**config.mk**
```make
export PLATFORM = sky130hd
export DESIGN_NAME = conv_result_writer
export DESIGN_NICKNAME = d
export VERILOG_FILES = /design/src/rtl/conv_result_writer.sv
export SDC_FILE = /design/constraint.sdc
export NUM_CORES = 1
export LEC_CHECK = 0
export BUFFER_PORTS_ARGS = -buffer_cell sky130_fd_sc_hd__buf_2
export CORE_MARGIN = 4
export CORE_UTILIZATION = 29
export DETAILED_ROUTE_END_ITERATION = 10
export PLACE_DENSITY = 0.5
export SLEW_MARGIN = 25
export SYNTH_ARGS = -nofsm -noshare
export SYNTH_HDL_FRONTEND = slang
export SYNTH_SLANG_ARGS = --single-unit
```
**constraint.sdc**
```tcl
create_clock -name clk -period 1.98 [get_ports clk]
set_input_delay 0.099 -clock clk [delete_from_list [all_inputs] [get_ports clk]]
set_output_delay 0.099 -clock clk [all_outputs]
set_load 0.02 [all_outputs]
```
**src/rtl/conv_result_writer.sv**
```systemverilog
// conv_result_writer: captures the convolution result stream into a raster-ordered
//   buffer of OUT_DIM*OUT_DIM words and tracks frame progress and framing errors.
// Latency: a beat is stored on the accepting edge; read data arrives one cycle after rd_en.
// Backpressure: none; every valid_i beat in CAPTURE is stored, beats outside CAPTURE are dropped.
// Ports: clk/rst (sync, active-low); data_i/valid_i/running_i stream in; rd_en/rd_addr ->
//   rd_data/rd_valid read port; busy_o/done_o/wr_count_o/row_o/col_o progress;
//   overflow_o/short_o sticky framing flags.
module conv_result_writer #(
    parameter int N          = 4,
    parameter int DATA_WIDTH = 16,
    parameter int K_SIZE     = 3,
    parameter int RELU       = 0,
    parameter int ADDR_WIDTH = 14
) (
    input  logic                  clk,
    input  logic                  rst,
    input  logic [DATA_WIDTH-1:0] data_i,
    input  logic                  valid_i,
    input  logic                  running_i,
    input  logic                  rd_en,
    input  logic [ADDR_WIDTH-1:0] rd_addr,
    output logic [DATA_WIDTH-1:0] rd_data,
    output logic                  rd_valid,
    output logic                  busy_o,
    output logic                  done_o,
    output logic [ADDR_WIDTH-1:0] wr_count_o,
    output logic [ADDR_WIDTH-1:0] row_o,
    output logic [ADDR_WIDTH-1:0] col_o,
    output logic                  overflow_o,
    output logic                  short_o
);

    localparam int OUT_DIM = N - K_SIZE + 1;
    localparam int DEPTH   = OUT_DIM * OUT_DIM;
    localparam int IDX_W   = (DEPTH > 1) ? $clog2(DEPTH) : 1;

    localparam logic [ADDR_WIDTH-1:0] DEPTH_A    = ADDR_WIDTH'(DEPTH);
    localparam logic [ADDR_WIDTH-1:0] LAST_WORD  = ADDR_WIDTH'(DEPTH - 1);
    localparam logic [ADDR_WIDTH-1:0] LAST_COL   = ADDR_WIDTH'(OUT_DIM - 1);
    localparam logic [ADDR_WIDTH-1:0] ONE_A      = ADDR_WIDTH'(1);

    typedef enum logic [1:0] {
        ST_IDLE    = 2'd0,
        ST_CAPTURE = 2'd1,
        ST_DONE    = 2'd2
    } state_t;

    state_t                  state_q, state_d;
    logic                    run_q, run_d;
    logic [ADDR_WIDTH-1:0]   wr_count_q, wr_count_d;
    logic [ADDR_WIDTH-1:0]   row_q, row_d;
    logic [ADDR_WIDTH-1:0]   col_q, col_d;
    logic                    overflow_q, overflow_d;
    logic                    short_q, short_d;
    logic [DATA_WIDTH-1:0]   rd_data_q, rd_data_d;
    logic                    rd_valid_q, rd_valid_d;

    logic [DATA_WIDTH-1:0]   mem_q [DEPTH];

    logic                    start;
    logic                    wr_en;
    logic [DATA_WIDTH-1:0]   wr_word;

    assign start   = running_i & ~run_q;
    assign wr_word = ((RELU != 0) && data_i[DATA_WIDTH-1]) ? '0 : data_i;

    always_comb begin
        state_d    = state_q;
        run_d      = running_i;
        wr_count_d = wr_count_q;
        row_d      = row_q;
        col_d      = col_q;
        overflow_d = overflow_q;
        short_d    = short_q;
        wr_en      = 1'b0;

        case (state_q)
            ST_IDLE, ST_DONE: begin
                // A start coincident with a DONE beat wins: the beat is neither
                // stored nor counted as overflow, since the new frame clears flags.
                if (start) begin
                    state_d    = ST_CAPTURE;
                    wr_count_d = '0;
                    row_d      = '0;
                    col_d      = '0;
                    overflow_d = 1'b0;
                    short_d    = 1'b0;
                end else if ((state_q == ST_DONE) && valid_i) begin
                    overflow_d = 1'b1;
                end
            end
            ST_CAPTURE: begin
                if (valid_i) begin
                    wr_en      = 1'b1;
                    wr_count_d = wr_count_q + ONE_A;
                    if (col_q == LAST_COL) begin
                        col_d = '0;
                        row_d = row_q + ONE_A;
                    end else begin
                        col_d = col_q + ONE_A;
                    end
                end
                // Completing the frame takes priority over the producer stopping.
                if (valid_i && (wr_count_q == LAST_WORD)) begin
                    state_d = ST_DONE;
                end else if (!running_i) begin
                    state_d = ST_IDLE;
                    short_d = 1'b1;
                end
            end
            default: state_d = ST_IDLE;
        endcase
    end

    // Read port: out-of-range addresses return zero; contents hold when idle.
    always_comb begin
        rd_valid_d = rd_en;
        rd_data_d  = rd_data_q;
        if (rd_en) begin
            if (rd_addr < DEPTH_A) begin
                rd_data_d = mem_q[rd_addr[IDX_W-1:0]];
            end else begin
                rd_data_d = '0;
            end
        end
    end

    always_ff @(posedge clk) begin
        if (!rst) begin
            state_q    <= ST_IDLE;
            run_q      <= 1'b0;
            wr_count_q <= '0;
            row_q      <= '0;
            col_q      <= '0;
            overflow_q <= 1'b0;
            short_q    <= 1'b0;
            rd_data_q  <= '0;
            rd_valid_q <= 1'b0;
        end else begin
            state_q    <= state_d;
            run_q      <= run_d;
            wr_count_q <= wr_count_d;
            row_q      <= row_d;
            col_q      <= col_d;
            overflow_q <= overflow_d;
            short_q    <= short_d;
            rd_data_q  <= rd_data_d;
            rd_valid_q <= rd_valid_d;
        end
    end

    // Buffer has no reset; the read above samples the old word, giving read-first.
    always_ff @(posedge clk) begin
        if (rst && wr_en) begin
            mem_q[wr_count_q[IDX_W-1:0]] <= wr_word;
        end
    end

    assign rd_data    = rd_data_q;
    assign rd_valid   = rd_valid_q;
    assign busy_o     = (state_q == ST_CAPTURE);
    assign done_o     = (state_q == ST_DONE);
    assign wr_count_o = wr_count_q;
    assign row_o      = row_q;
    assign col_o      = col_q;
    assign overflow_o = overflow_q;
    assign short_o    = short_q;

endmodule

```
==> flow_summary.toml <==
[power_and_ir_drop]
clockPowerShare_pct = 48.0
comb_power_share_pct = 6.0
p_int_w = 0.00463
sw_frac_of_total_pct = 24.2
ir_worst_vdd_mv = 0.577
leakage_nw = 2.66
p_switching_w = 0.00148
seqPwrFrac_pct = 45.9
p_total_w = 0.00611
powerDensity_nw_per_um2 = 842

[synthesis]
synth_warnings = 0
synth_top_family_by_area = "simple AND/OR/NAND/NOR gates"
synth_compound_area_share_pct = 11.8
synth.area.mux_share_pct = 6.68
synthCells = 459
syn_nets = 501
yosys_register_bits = 128
synth_adder_area_share_pct = 1.58
async_reset_ff_share_pct = 0
synth_xor_area_share_pct = 2.21
syn_avg_cell_area_sq_um = 12.1
yosys_most_used_dff = "edfxtp_1"
synth_edf_count = 64
post_synth_and_or_nand_nor_area_fraction_pct = 17.3
ys_types = 57
syn_area_sq_um = 5540
seq_area_frac_synth_pct = 57.8

[grt]
grt_max_degree = 35
grt_pass1_wl_mm = 23.7
grt_pass1_vias = 4352
gr-total-overflow = 0
antenna_found_initial = 0
grt_use_total_pct = 14.1

[clock_network]
numCtsBuffers = 17
cts_root_buf = "clkbuf_16"
insertion_delay_ns = 0.41
cts_tree = "yes"
clk_pin_slew_worst_paths_ns = 0.06
clkSinkCount = 128
htreeDepth = 4
cts_max_path_buffers = 2

[routing]
totalWireLength_mm = 14.7
route.detailed.drc = 0
postRouteAntennaNets = 0
first_pass_iters = 4
via_per_inst = 5.03
wl_per_cell_um = 17.3
drt_iter0_markers = 264
via_count = 4294

[worst_setup_path]
start_kind = "register"
cp_slowest_stage_delay_ns = 0.47
worstPathArrival_ns = 2.15
path_cells = "or3b_4 -> buf_4 -> a2111oi_4 -> a21oi_1 -> a31o_2"
reg2reg_depth = 5
path_class = "reg2reg"
r2r_slack_ns = 0.14
cp_data_required_time_ns = 2.29
endpoint_kind = "register"
r2r_start = "state_q[0]$_SDFFE_PN0P_"
r2r_end = "wr_count_o[11]$_SDFFE_PN0P_"
path_delay_family = "compound AO/OA/AOI/OAI gates"
critPathSlowestCell = "or3b_4"
critPathBufInv = 1
worstPathMaxFanout = 8

[finish]
fin_nets = 648
fin_area_sq_um = 7260
antenna_cells = 0
final_common_cell = "buf_2"
syn_to_final_growth_pct = 30.9
drive_gt1_share_pct = 31.5
mostFrequentLayoutCells = "buf_2, dfxtp_1, edfxtp_1"

[die]
die_h_um = 146
die_area_sq_um = 21400
rows = 50
die_w_um = 146
fp.coreArea_sq_um = 18800
ios = 98
start_util_pct = 29.5

[sta]
rsz0062_at_grt = "false"
fmax_ghz = 0.544
min_period_ns = 1.84
hold_slack_ns = 0.0605
final-max-slew-violation-count = 0
fin_crit_sh_pct = 92.9
final_hold_viol_count = 0
tightest_slew_ns = 0.516
slew_headroom_pct = 65.6
setup_viol = 0
finalClockSkew_ns = 0.00858
fin_setup_tns_ns = 0

[min_path]
worstHoldStart = "rst"
min_to = "state_q[1]$_SDFFE_PN0P_"
whs_path_depth = 2
hold_class = "in2reg"

[place]
hpwl_mm = 10.0
port_buffers = 97
gp_congestion = 0.806
place_area_sq_um = 6480

[outcome]
outcome = "completed"

[job]
maxCapViolCount = 0
routing by layer:
layer | part of all wire [%] | GRT usage, % | wire [um] | up-vias
li1 | - | - | - | 2045
met3 | 4.6 | 4.22 | 680 | 16
met5 | 0 | 0 | 0 | -
met1 | 45 | 17.6 | 6670 | 2129
met4 | 1.4 | 4.70 | 204 | 0
met2 | 49 | 23.4 | 7170 | 104
worst register-to-register path, stage by stage, from the launching register on:
cell	delay, ns
dfxtp_1	0.38
or3b_4	0.47
buf_4	0.17
a2111oi_4	0.38
a21oi_1	0.11
a31o_2	0.23
metrics by stage:
step | instances | utilization (%) | worst slack, ns
floorplan | 459 | - | 0.0897
global placement | 799 | 34.5 | 0.0930
detailed placement | 799 | 34.5 | 0.0865
CTS | 848 | 38.4 | 0.0689
global route | 853 | 38.7 | 0.00959
finish | 853 | 38.7 | 0.142
Yosys cell counts (all sizes together), types with 6 or more instances:
cell type	number	area share, %
nor3	15	1.4
a21oi	32	2.9
mux4	16	6.5
nand3	19	1.7
nor4b	6	0.95
dfxtp	64	23
ha	7	1.6
nor2	21	1.4
nand4	10	1.2
nand2b	32	3.6
inv	13	0.88
clkbuf	14	0.97
or4	7	0.95
buf	7	0.70
edfxtp	64	35
o21ai	8	0.72
xor2	6	0.95
xnor2	8	1.3
nand2	26	1.8
nor4	7	0.79
a211oi	7	0.95
how the worst max path moves through the flow:
stage	from	to	slack [ns]	depth (start not counted)
floorplan	col_o[0]$_SDFFE_PN0P_	row_o[6]$_SDFFE_PN0P_	0.09	6
global placement	wr_count_o[0]$_SDFFE_PN0P_	wr_count_o[12]$_SDFFE_PN0P_	0.09	4
detailed placement	wr_count_o[0]$_SDFFE_PN0P_	wr_count_o[12]$_SDFFE_PN0P_	0.09	4
CTS	wr_count_o[0]$_SDFFE_PN0P_	wr_count_o[12]$_SDFFE_PN0P_	0.07	4
global route	state_q[0]$_SDFFE_PN0P_	row_o[9]$_SDFFE_PN0P_	0.01	4
finish	state_q[0]$_SDFFE_PN0P_	wr_count_o[11]$_SDFFE_PN0P_	0.14	5
cell families (layout without fill, tap and decap cells):
kind of cell / Yosys count / count (layout)
xor gates and xnor gates: 14 / 14
adders and majority gates: 7 / 7
AOI/OAI and AO/OA: 89 / 89
muxes: 17 / 17
DFF: 128 / 128
and+or+nand+nor: 168 / 168
buffers and inverters: 36 / 196
layout make-up:
class	instances	area, sq um
timing repair buffer	149	943
multi-input combinational	295	2200
sequential	128	3200
clock inverter	14	118
tap	234	293
clock buffer	18	439
fill	1844	11500
inverter	15	56.3
power by group through the flow:
stage               Sequential (W)  Clock, W  Combinational [W]
floorplan                  0.00287         0           0.000174
global placement           0.00286         0           0.000330
detailed placement         0.00287         0           0.000336
CTS                        0.00281   0.00303           0.000364
global route               0.00281   0.00315           0.000401
finish                     0.00281   0.00294           0.000368
registers in the layout, indices dropped and copies added (netlist names):
signal	cells
wr_count_o	14
col_o	14
rd_data	16
short_o	1
run_q	1
rd_valid	1
mem_q	64
state_q	2
overflow_o	1
row_o	14
what timing repair did:
action	in CTS	in global routing
resized for setup	0	3
buffers inserted	0	5
hold buffers	17	0
endpoints found under the setup margin	0	16
endpoints found under the hold margin	65	0
No activity file was read; power rests on OpenSTA's default activity.
